==> src/rtl/usr_pkg.sv <==
// Shared types for the universal shift register: datapath modes,
// burst direction encodings and the burst controller state type.
package usr_pkg;

    typedef enum logic [1:0] {
        USR_HOLD = 2'b00,
        USR_SHR  = 2'b01,
        USR_SHL  = 2'b10,
        USR_LOAD = 2'b11
    } usr_mode_e;

    localparam logic DIR_RIGHT = 1'b0;
    localparam logic DIR_LEFT  = 1'b1;

    typedef enum logic {
        BST_IDLE = 1'b0,
        BST_RUN  = 1'b1
    } usr_bst_state_e;

endpackage

==> src/rtl/usr_if.sv <==
// Control/data bundle of the universal shift register. The master side
// drives mode, serial/parallel inputs and burst requests; the slave side
// (the register itself) returns the parallel and serial outputs and status.
interface usr_if #(
    parameter int WIDTH = 8,
    parameter int CNT_W = $clog2(WIDTH + 1)
);
    logic             clr;
    logic [1:0]       mode;
    logic             sin_r;
    logic             sin_l;
    logic [WIDTH-1:0] pin;
    logic             start;
    logic [CNT_W-1:0] len;
    logic             dir;
    logic [WIDTH-1:0] po;
    logic             sout_r;
    logic             sout_l;
    logic             busy;
    logic             done;

    modport master (
        output clr, mode, sin_r, sin_l, pin, start, len, dir,
        input  po, sout_r, sout_l, busy, done
    );

    modport slave (
        input  clr, mode, sin_r, sin_l, pin, start, len, dir,
        output po, sout_r, sout_l, busy, done
    );
endinterface

==> src/rtl/usr_burst_ctrl.sv <==
// Burst engine: captures a clamped shift count and direction on start,
// then steers the datapath through that many shifts and pulses done.
//
//   state    | meaning
//   BST_IDLE | no burst; live mode drives the datapath, start is sampled
//   BST_RUN  | burst active; one shift per edge in the captured direction
module usr_burst_ctrl
    import usr_pkg::*;
#(
    parameter int WIDTH = 8,
    parameter int CNT_W = $clog2(WIDTH + 1)
) (
    input  logic             clk,
    input  logic             rs,
    input  logic             i_clr,
    input  logic             i_start,
    input  logic [CNT_W-1:0] i_len,
    input  logic             i_dir,
    input  usr_mode_e        i_mode,
    output logic             o_busy,
    output logic             o_done,
    output usr_mode_e        o_eff_mode
);

    usr_bst_state_e   r_state;
    logic [CNT_W-1:0] r_count;
    logic             r_dir;
    logic             r_busy;
    logic             r_done;
    logic [CNT_W-1:0] w_len_clamped;

    // Requests longer than the register saturate to one full register of shifts.
    assign w_len_clamped = (i_len > CNT_W'(WIDTH)) ? CNT_W'(WIDTH) : i_len;

    // Burst FSM with down-counter; done defaults low so it only ever pulses.
    always_ff @(negedge clk or negedge rs) begin
        if (!rs) begin
            r_state <= BST_IDLE;
            r_count <= '0;
            r_dir   <= DIR_RIGHT;
            r_busy  <= 1'b0;
            r_done  <= 1'b0;
        end else begin
            r_done <= 1'b0;
            if (i_clr) begin
                r_state <= BST_IDLE;
                r_count <= '0;
                r_busy  <= 1'b0;
            end else begin
                case (r_state)
                    BST_IDLE: begin
                        if (i_start) begin
                            r_dir <= i_dir;
                            if (w_len_clamped == '0) begin
                                r_done <= 1'b1;
                            end else begin
                                r_count <= w_len_clamped;
                                r_busy  <= 1'b1;
                                r_state <= BST_RUN;
                            end
                        end
                    end
                    BST_RUN: begin
                        r_count <= r_count - CNT_W'(1);
                        if (r_count == CNT_W'(1)) begin
                            r_busy  <= 1'b0;
                            r_done  <= 1'b1;
                            r_state <= BST_IDLE;
                        end
                    end
                    default: begin
                        r_state <= BST_IDLE;
                        r_busy  <= 1'b0;
                    end
                endcase
            end
        end
    end

    // Mode seen by the datapath: burst direction while running, hold on the
    // capturing edge, otherwise the live mode input.
    always_comb begin
        o_eff_mode = i_mode;
        if (r_state == BST_RUN) begin
            o_eff_mode = (r_dir == DIR_LEFT) ? USR_SHL : USR_SHR;
        end else if (i_start) begin
            o_eff_mode = USR_HOLD;
        end
    end

    assign o_busy = r_busy;
    assign o_done = r_done;

endmodule

==> src/rtl/universal_shift_reg.sv <==
// Universal shift register: hold / shift right / shift left / parallel load,
// with a burst engine for N back-to-back shifts. State updates on the
// falling edge of clk; rs is an asynchronous active-low reset.
module universal_shift_reg
    import usr_pkg::*;
#(
    parameter int WIDTH = 8,
    parameter int CNT_W = $clog2(WIDTH + 1)
) (
    input logic  clk,
    input logic  rs,
    usr_if.slave bus
);

    logic [WIDTH-1:0] r_po;
    usr_mode_e        w_eff_mode;
    logic             w_busy;
    logic             w_done;

    usr_burst_ctrl #(
        .WIDTH (WIDTH),
        .CNT_W (CNT_W)
    ) u_burst_ctrl (
        .clk        (clk),
        .rs         (rs),
        .i_clr      (bus.clr),
        .i_start    (bus.start),
        .i_len      (bus.len),
        .i_dir      (bus.dir),
        .i_mode     (usr_mode_e'(bus.mode)),
        .o_busy     (w_busy),
        .o_done     (w_done),
        .o_eff_mode (w_eff_mode)
    );

    // Register contents: clear wins, otherwise apply the effective mode.
    always_ff @(negedge clk or negedge rs) begin
        if (!rs) begin
            r_po <= '0;
        end else if (bus.clr) begin
            r_po <= '0;
        end else begin
            case (w_eff_mode)
                USR_SHR:  r_po <= {bus.sin_r, r_po[WIDTH-1:1]};
                USR_SHL:  r_po <= {r_po[WIDTH-2:0], bus.sin_l};
                USR_LOAD: r_po <= bus.pin;
                default:  r_po <= r_po;
            endcase
        end
    end

    assign bus.po     = r_po;
    assign bus.sout_r = r_po[0];
    assign bus.sout_l = r_po[WIDTH-1];
    assign bus.busy   = w_busy;
    assign bus.done   = w_done;

endmodule
==> src/flat_wrapper.sv <==
// flat-port wrapper written by rule: the top's interface ports become plain ports
module universal_shift_reg_flat import usr_pkg::*;
#(
    parameter int WIDTH = 8,
    parameter int CNT_W = $clog2(WIDTH + 1)
)
  (clk, rs, bus_clr, bus_mode, bus_sin_r, bus_sin_l, bus_pin, bus_start, bus_len, bus_dir, bus_po, bus_sout_r, bus_sout_l, bus_busy, bus_done);
  usr_if #(.WIDTH(WIDTH), .CNT_W(CNT_W)) bus_i ();
  input logic clk;
  input logic rs;
  input wire logic [$bits(bus_i.clr)-1:0] bus_clr;
  input wire logic [$bits(bus_i.mode)-1:0] bus_mode;
  input wire logic [$bits(bus_i.sin_r)-1:0] bus_sin_r;
  input wire logic [$bits(bus_i.sin_l)-1:0] bus_sin_l;
  input wire logic [$bits(bus_i.pin)-1:0] bus_pin;
  input wire logic [$bits(bus_i.start)-1:0] bus_start;
  input wire logic [$bits(bus_i.len)-1:0] bus_len;
  input wire logic [$bits(bus_i.dir)-1:0] bus_dir;
  output wire logic [$bits(bus_i.po)-1:0] bus_po;
  output wire logic [$bits(bus_i.sout_r)-1:0] bus_sout_r;
  output wire logic [$bits(bus_i.sout_l)-1:0] bus_sout_l;
  output wire logic [$bits(bus_i.busy)-1:0] bus_busy;
  output wire logic [$bits(bus_i.done)-1:0] bus_done;
  assign bus_i.clr = bus_clr;
  assign bus_i.mode = bus_mode;
  assign bus_i.sin_r = bus_sin_r;
  assign bus_i.sin_l = bus_sin_l;
  assign bus_i.pin = bus_pin;
  assign bus_i.start = bus_start;
  assign bus_i.len = bus_len;
  assign bus_i.dir = bus_dir;
  assign bus_po = bus_i.po;
  assign bus_sout_r = bus_i.sout_r;
  assign bus_sout_l = bus_i.sout_l;
  assign bus_busy = bus_i.busy;
  assign bus_done = bus_i.done;
  universal_shift_reg #(.WIDTH(WIDTH), .CNT_W(CNT_W)) u_core (.clk(clk), .rs(rs), .bus(bus_i));
endmodule
==> config.mk <==
export PLATFORM = sky130hd
export DESIGN_NAME = universal_shift_reg_flat
export DESIGN_NICKNAME = d
export VERILOG_FILES = /design/src/rtl/usr_pkg.sv /design/src/rtl/usr_if.sv /design/src/rtl/usr_burst_ctrl.sv /design/src/rtl/universal_shift_reg.sv /design/src/flat_wrapper.sv
export SDC_FILE = /design/constraint.sdc
export NUM_CORES = 1
export LEC_CHECK = 0
export CORE_ASPECT_RATIO = 0.8
export CORE_MARGIN = 5
export CORE_UTILIZATION = 30
export CTS_CLUSTER_SIZE = 30
export DETAILED_ROUTE_END_ITERATION = 10
export GPL_TIMING_DRIVEN = 0
export PLACE_DENSITY_LB_ADDON = 0.12
export SLEW_MARGIN = 20
export SYNTH_ARGS = -nofsm -noshare
export SYNTH_HDL_FRONTEND = slang
export SYNTH_SLANG_ARGS = --single-unit
==> constraint.sdc <==
create_clock -name clk -period 1.8 [get_ports clk]
set_input_delay 0.36 -clock clk [delete_from_list [all_inputs] [get_ports clk]]
set_output_delay 0.36 -clock clk [all_outputs]
set_load 0.02 [all_outputs]
== Yosys cells after proc, flatten, opt, wreduce, memory -nomap -nowiden ==
Cells that the tools add are included.

* $add $sub $neg: 1
* Magnitude comparators: 1
* Equal/unequal tests: 7
* Multiplexer cells: 25
* Bitwise operators: 2
* Reductions and logical operators: 5

{| class="wikitable"
|+ Operators with widths
! kind !! count
|-
| $pmux 8 s3 || 1
|-
| $mux 4 || 4
|-
| $mux 1 || 12
|-
| $mux 8 || 1
|-
| $pmux 4 s2 || 1
|-
| $mux 2 || 3
|-
| $ne 3x3->1 const B || 2
|-
| $pmux 1 s2 || 3
|-
| $reduce_and 3->1 || 2
|-
| $eq 2x2->1 const B || 2
|-
| $eq 4x1->1 const B || 1
|-
| $gt 4x4->1 const B || 1
|-
| $logic_not 4->1 || 1
|-
| $reduce_bool 4->1 || 1
|-
| $sub 4x1->4 const B || 1
|-
| $ne 3x2->1 const B || 1
|-
| $eq 2x1->1 const B || 1
|-
| $not 1->1 || 2
|-
| $reduce_and 2->1 || 1
|}

* Flip-flop bits (word level): 16
* Bits of input ports: 21
* Output and inout port bits: 12
* Logic and storage cells: 47

== Longest topological paths before layout ==
Gate-level depths: netlist of run 1.

* Depth after elaboration: 7
* Mapped depth: 5
* Depth with buffers taken out: 5

== Hierarchy ==
A second synthesis of run 1 with hierarchy kept.

* Cell total of the unflattened synthesis: 98
* Area total of the unflattened synthesis: 992.2 um^2

{| class="wikitable"
|+ Modules (own cells, without submodules)
! module !! times used !! cells each !! area each (um^2) !! seq. area each (um^2)
|-
| usr_burst_ctrl || 1 || 47 || 501.7 || 200.2
|-
| universal_shift_reg || 1 || 51 || 490.5 || 200.2
|}

==> qor.csv, run 1 <==
metric,value,unit
CTS Buf Count,3,
Seq cells post-synth,16,
post-synthesis sequential area ratio,43.3,%
clock sink total,16,
status,"finished, violations left",
Max clock buf depth,2,
endpoints failing setup,26,
Placer Congestion,0.786,
Async SR Flop Fraction,100,%
worst-path fanout max,3,
CTS tree,yes,
syn_nets,115,
worst r2r dst,u_core.bus.po[1],
final setup margin,-0.368,ns
Hold EP,u_core.bus.po[6],
Max stage delay on crit path,0.44,ns
Final TNS setup,-6.82,ns
Mapped Area,925,µm²
vias in the first global route,903,
placed inst area,0.00133,mm²
n_diodes,0,
endpoint class of the critical path,primary output,
die span in y,59.7,µm
"top cells by count, synth","dfrtn_1, nand2_1, a211oi_1",
WL/cell,14.1,µm
Max Cap Viol,0,
Detailed Routing Iterations Pass 1,5,
Initial Util,30.6,%
# IOs,33,
Vias/cell,5.06,
GRT Util Overall,12.7,%
register clock-pin slew on the reported worst setup and hold paths,0.05,ns
DP Wirelength,1840,µm
H-tree depth,1,
Cells after Synth,92,
Die W,72.1,µm
Setup WS pre-CTS,-1.14,ns
initial antenna violation count,0,
Crit Path Class,reg -> out,
worst r2r src,u_core.u_burst_ctrl.r_state,
Final Cell Area,0.00164,mm²
mean area per synthesized cell,10.1,µm²
Final Hold Violating Endpoints,0,
routed vias,931,
Main synth FF type,dfrtn_1,
largest cells by area after synthesis,"dfrtn_1, a222oi_1, a211oi_1, nand2_1, nor3b_1",
max-slew violations,0,
largest net degree at the start of global routing,17,
Routed Antenna Nets,0,
R2R cell count,4,
WL final,2600,µm
die area,0.00430,mm²
layout cells sized above 1,46.5,%
Root Driver,clkbuf_8,
failing checks,setup timing,
clock latency on the worst-skew pair,0.27,ns
WP data arrival,1.81,ns
CP most frequent cell,buf_6,
grt ovf,0,
hold_buf cts,0,
global-route wire length before repair,4180,µm
"count leader, synth",dfrtn_1,
# rows,18,
CP cell instances,"buf_6, buf_6",
CP required,1.44,ns
fin nets,168,
IO Port Bufs,30,
Rel. slew slack,51.0,%
Synth Warn #,0,
RSZ-0062 raised after global routing,yes,
Layout area overhead,76.9,%
# DRC,0,
"area leader, netlist",dfrtn_1,
area share of the largest cell type after synthesis,43.3,%
CORE AREA,0.00302,mm²
hold depth,3,
crit start category,flop,
initial DRC count,63,
Unique masters post-synth,30,
clk_skew,0.000999,ns
Worst-Margin Slew,0.735,ns
storage element area,400,µm²
Slowest cell on crit path,dfrtn_1,
Multi-input gate area,581,µm²
Hold Startpoint,u_core.bus.po[6],
worst min path class,reg -> reg,
"EDFF count, synth",0,
Worst R2R Setup Slack,0.17,ns
Fill cells,281,
Pleak,0.702,nW
maximum vdd drop,511,µV
PD cells,667,mW/mm²
registers in the layout, summed over array words and instances, names as in the netlist:
| signal | cells |
|---|---|
| u_core.bus.po | 8 |
| u_core.u_burst_ctrl.o_busy | 1 |
| u_core.u_burst_ctrl.o_done | 1 |
| u_core.u_burst_ctrl.r_count | 4 |
| u_core.u_burst_ctrl.r_dir | 1 |
| u_core.u_burst_ctrl.r_state | 1 |
cell type report:
type / instances / share of cell area, %
multi-input combinational: 67 / 35.5
timing repair buffer: 48 / 28.2
sequential: 16 / 24.5
buffer: 6 / 4.67
clock buffer: 4 / 3.37
tap: 40 / 3.06
inverter: 3 / 0.689
worst max-delay path, delay by kind of cell (launching register included):
family / cells / cell delay [ns]
buffers and inverters: 2 / 0.20
DFF: 1 / 0.44
kinds of logic after synthesis:
group                    count (synthesis)  share of synthesized area (%)
AO/OA/AOI/OAI                           33                           28.7
AND/OR/NAND/NOR                         29                           16.8
flip-flops                              16                           43.3
buffers and inverters                    9                           5.41
XOR/XNOR                                 2                           1.89
adder cells (fa/ha/maj)                  2                           2.71
multiplexers                             1                           1.22
where the power goes:
part / internal (mW) / leakage (nW) / switching [mW] / total (mW)
Clock: 0.194 / 0.0288 / 0.127 / 0.321
Sequential: 0.391 / 0.214 / 0.0304 / 0.421
Combinational: 0.188 / 0.460 / 0.160 / 0.348
Total: 0.773 / 0.702 / 0.317 / 1.09
cell usage in the layout (no fill, tap or decap), drive strengths merged, types with 3 or more instances in the layout:
cell type / Yosys / routed
inv: 3 / 3
clkdlybuf4s50: 0 / 10
buf: 5 / 41
nand2: 11 / 11
o21ai: 9 / 9
nor3b: 4 / 4
a21oi: 5 / 5
dfrtn: 16 / 16
clkbuf: 1 / 5
a211oi: 8 / 8
a222oi: 7 / 7
nor2: 5 / 5
what timing repair did:
action | in CTS | in global routing
pin swaps | 15 | 9
resized for setup | 114 | 11
setup endpoints to repair | 43 | 27
buffers inserted | 14 | 4
per-layer routing:
layer | up-vias | routed length, µm | share of wire [%] | global-route usage (%)
met4 | 0 | 29 | 1.1 | 4.02
met3 | 4 | 204 | 7.8 | 4.37
met2 | 32 | 1180 | 45 | 20.1
met1 | 439 | 1190 | 46 | 16.5
li1 | 456 | - | - | -
met5 | - | 0 | 0 | 0
metrics by stage:
stage               power (mW)  hold WS, ns  cells  utilization (%)
detailed placement       0.695        0.493    162             43.9
finish                    1.09        0.568    184             54.2
floorplan                0.581        0.488     92                -
CTS                       1.07        0.521    180             51.3
global placement         0.692        0.485    162             43.9
global route              1.15        0.587    184             54.2
worst max path at each step:
| stage | start | to | slack [ns] | cells after the start |
|---|---|---|---|---|
| 6_report | u_core.bus.po[7] | bus_po[7] | -0.37 | 2 |
| 2_1_floorplan | bus_start | u_core.bus.po[7] | -0.50 | 5 |
| 3_3_place_gp | bus_len[0] | u_core.u_burst_ctrl.r_count[1] | -1.13 | 5 |
| 3_5_place_dp | bus_mode[0] | u_core.bus.po[1] | -1.14 | 5 |
| 5_1_grt | u_core.bus.po[0] | bus_po[0] | -0.42 | 2 |
| 4_1_cts | u_core.bus.po[0] | bus_po[0] | -0.38 | 2 |
Note: power is estimated with default switching activity, not from simulation.
==> run 2, diff against run 1 <==
--- a/config.mk
+++ b/config.mk
@@ -5,9 +5,11 @@
 export SDC_FILE = /design/constraint.sdc
 export NUM_CORES = 1
 export LEC_CHECK = 0
+export CAP_MARGIN = 15
 export CORE_ASPECT_RATIO = 0.8
 export CORE_MARGIN = 5
 export CORE_UTILIZATION = 30
+export CTS_BUF_LIST = sky130_fd_sc_hd__clkbuf_4 sky130_fd_sc_hd__clkbuf_8 sky130_fd_sc_hd__clkbuf_16
 export CTS_CLUSTER_SIZE = 30
 export DETAILED_ROUTE_END_ITERATION = 10
 export GPL_TIMING_DRIVEN = 0
@@ -15,4 +17,5 @@
 export SLEW_MARGIN = 20
 export SYNTH_ARGS = -nofsm -noshare
 export SYNTH_HDL_FRONTEND = slang
+export SYNTH_HIERARCHICAL = 1
 export SYNTH_SLANG_ARGS = --single-unit
==> run 2 against run 1 <==
Against the previous run:
- the run still ends with setup timing left
- combinational power is 56% higher
- register-to-register slack got worse by 0.33 ns
- design area up 9.4%
- global-route usage up 0.78 points
- synthesized cell count grew 6.5%
- critical path type is now in -> reg
- largest cell class unchanged
- highest routed layer unchanged
==> qor.csv, run 2 <==
metric,value,unit
"EDFF count, synth",0,
final setup margin,-0.552,ns
n_diodes,0,
post-synthesis sequential area ratio,40.4,%
layout cells sized above 1,55.7,%
routed vias,979,
syn_nets,123,
Rel. slew slack,48.3,%
# rows,18,
GRT Util Overall,13.5,%
Max Cap Viol,0,
Max stage delay on crit path,0.26,ns
RSZ-0062 raised after global routing,yes,
area share of the largest cell type after synthesis,40.4,%
"commonest cells after routing, fill and taps aside","buf_6, dfrtn_1, buf_4, clkdlybuf4s50_1",
"area leader, netlist",dfrtn_1,
initial antenna violation count,0,
Clk pwr share,21.1,%
DP Wirelength,2010,µm
"count leader, synth",dfrtn_1,
Multi-input gate area,708,µm²
clock latency on the worst-skew pair,0.26,ns
Placer Congestion,0.751,
logic gate share of total power,43.3,%
CP cell instances,"clkdlybuf4s15_1, a22o_4, ha_4, nor3b_4, or2_1, buf_6, o21ai_2",
PD cells,703,mW/mm²
Worst-Margin Slew,0.775,ns
register clock-pin slew on the reported worst setup and hold paths,0.05,ns
Seq cells post-synth,16,
Routed Antenna Nets,0,
Layout area overhead,80.3,%
global-route wire length before repair,4660,µm
Pleak,0.766,nW
Largest register FFs,8,
Final Hold Violating Endpoints,0,
# DRC,0,
status,"finished, violations left",
Setup WS pre-CTS,-1.70,ns
Detailed Routing Iterations Pass 1,4,
maximum vdd drop,442,µV
WL/cell,15.0,µm
CP required,1.01,ns
worst min path class,reg -> reg,
max-slew violations,0,
endpoints failing setup,26,
die area,0.00456,mm²
Fin Hold WS,0.550,ns
CTS Buf Count,3,
hold_buf cts,0,
Root Driver,clkbuf_8,
Synth Warn #,6,
Vias/cell,5.18,
"top cells by count, synth","dfrtn_1, nand2_1, a21oi_1, a22o_2",
Die W,74.3,µm
WL final,2840,µm
clk_skew,0.00362,ns
Async SR Flop Fraction,100,%
Initial Util,31.7,%
Reg power frac,35.6,%
Cells after Synth,98,
worst-path fanout max,8,
Unique masters post-synth,32,
failing checks,setup timing,
vias in the first global route,966,
Net Switching,0.408,mW
CORE AREA,0.00313,mm²
mean area per synthesized cell,10.1,µm²
# IOs,33,
Fill cells,265,
Slowest cell on crit path,ha_4,
largest cells by area after synthesis,"dfrtn_1, a22o_2, ha_1, a21oi_1, nand2_1",
"most common cell after layout, fill and taps aside",buf_6,
Crit Path Class,in -> reg,
die span in y,61.4,µm
largest net degree at the start of global routing,17,
sw frac,32.4,%
H-tree depth,1,
storage element area,400,µm²
clock sink total,16,
initial DRC count,31,
WP data arrival,1.56,ns
Max clock buf depth,2,
Mapped Area,992,µm²
grt ovf,0,
fin nets,176,
Main synth FF type,dfrtn_1,
endpoint class of the critical path,flop,
crit start category,input pin,
internal power,0.849,mW
IO Port Bufs,32,
CTS tree,yes,
==> run 2: repair_timing <==
action | 4_1_cts | 5_1_grt
setup endpoints to repair | 44 | 27
setup buffers | 14 | 5
pin swaps | 13 | 10
resized for setup | 133 | 16
==> run 2: cell type report <==
class                           instances  area share (%)
Tap cell                               40            2.80
Buffer                                  4            3.29
Sequential cell                        16            22.4
Timing Repair Buffer                   51            28.8
Inverter                                4           0.839
Multi-Input combinational cell         71            39.6
Clock buffer                            3            2.31
==> run 2: logic make-up after synthesis <==
family                   synth area share [%]
AND/OR/NAND/NOR                          14.8
adder cells (fa/ha/maj)                  5.04
flip-flops                               40.4
XOR/XNOR                                0.883
multiplexers                             1.13
AO/OA/AOI/OAI                            30.4
buffers and inverters                    7.44
==> run 2: critical path: cells and delay by family <==
kind	cells	cell delay [ns]
adders and majority gates	1	0.26
and+or+nand+nor	2	0.31
buffers and inverters	2	0.33
AOI/OAI and AO/OA	2	0.30
==> run 2: power groups by stage <==
| stage | Sequential, mW | Clock (mW) | Combinational (mW) |
|---|---|---|---|
| after floorplan | 0.472 | 0 | 0.209 |
| after global placement | 0.452 | 0 | 0.393 |
| after detailed placement | 0.454 | 0 | 0.399 |
| after CTS | 0.446 | 0.276 | 0.499 |
| after global routing | 0.455 | 0.290 | 0.588 |
| final | 0.448 | 0.265 | 0.544 |
==> run 2: stage by stage <==
stage               setup TNS, ns  cell area, µm²  util, %  power [mW]  instances
finish                      -8.73            1790     57.2        1.26        189
global route                -9.84            1790     57.2        1.33        189
CTS                         -8.56            1670     53.2        1.22        184
detailed placement         -32.89            1430     45.8       0.853        170
global placement           -32.30            1430     45.8       0.845        170
floorplan                   -7.24            1060        -       0.681         98
==> run 2: layer usage <==
metal | global-route usage [%] | share of wire, % | wire, µm
met3 | 4.08 | 4.1 | 116
met4 | 2.28 | 0.42 | 12
met2 | 22.1 | 51 | 1450
met5 | 0 | 0 | 0
met1 | 18.1 | 45 | 1260
==> run 2: worst paths after layout <==
check / from / slack [ns] / depth (start not counted) / to
max: bus_mode[1] / -0.55 / 7 / u_core/bus.po[0]
min: u_core/u_burst_ctrl/o_busy / 0.55 / 2 / u_core/u_burst_ctrl/o_busy
max reg2reg: u_core/u_burst_ctrl/r_state / -0.16 / 9 / u_core/bus.po[0]
min reg2reg: u_core/u_burst_ctrl/o_busy / 0.55 / 2 / u_core/u_burst_ctrl/o_busy
max in group asynchronous: rs / 0.22 / 1 / u_core/bus.po[7]
min in group asynchronous: rs / 1.07 / 1 / u_core/u_burst_ctrl/o_busy
==> run 3, diff against run 2 <==
--- a/config.mk
+++ b/config.mk
@@ -14,7 +14,6 @@
 export DETAILED_ROUTE_END_ITERATION = 10
 export GPL_TIMING_DRIVEN = 0
 export PLACE_DENSITY_LB_ADDON = 0.12
-export SLEW_MARGIN = 20
 export SYNTH_ARGS = -nofsm -noshare
 export SYNTH_HDL_FRONTEND = slang
 export SYNTH_HIERARCHICAL = 1
==> results of run 3 <==
Same layout as run 2: the final DEF is identical, and so are final timing and power.
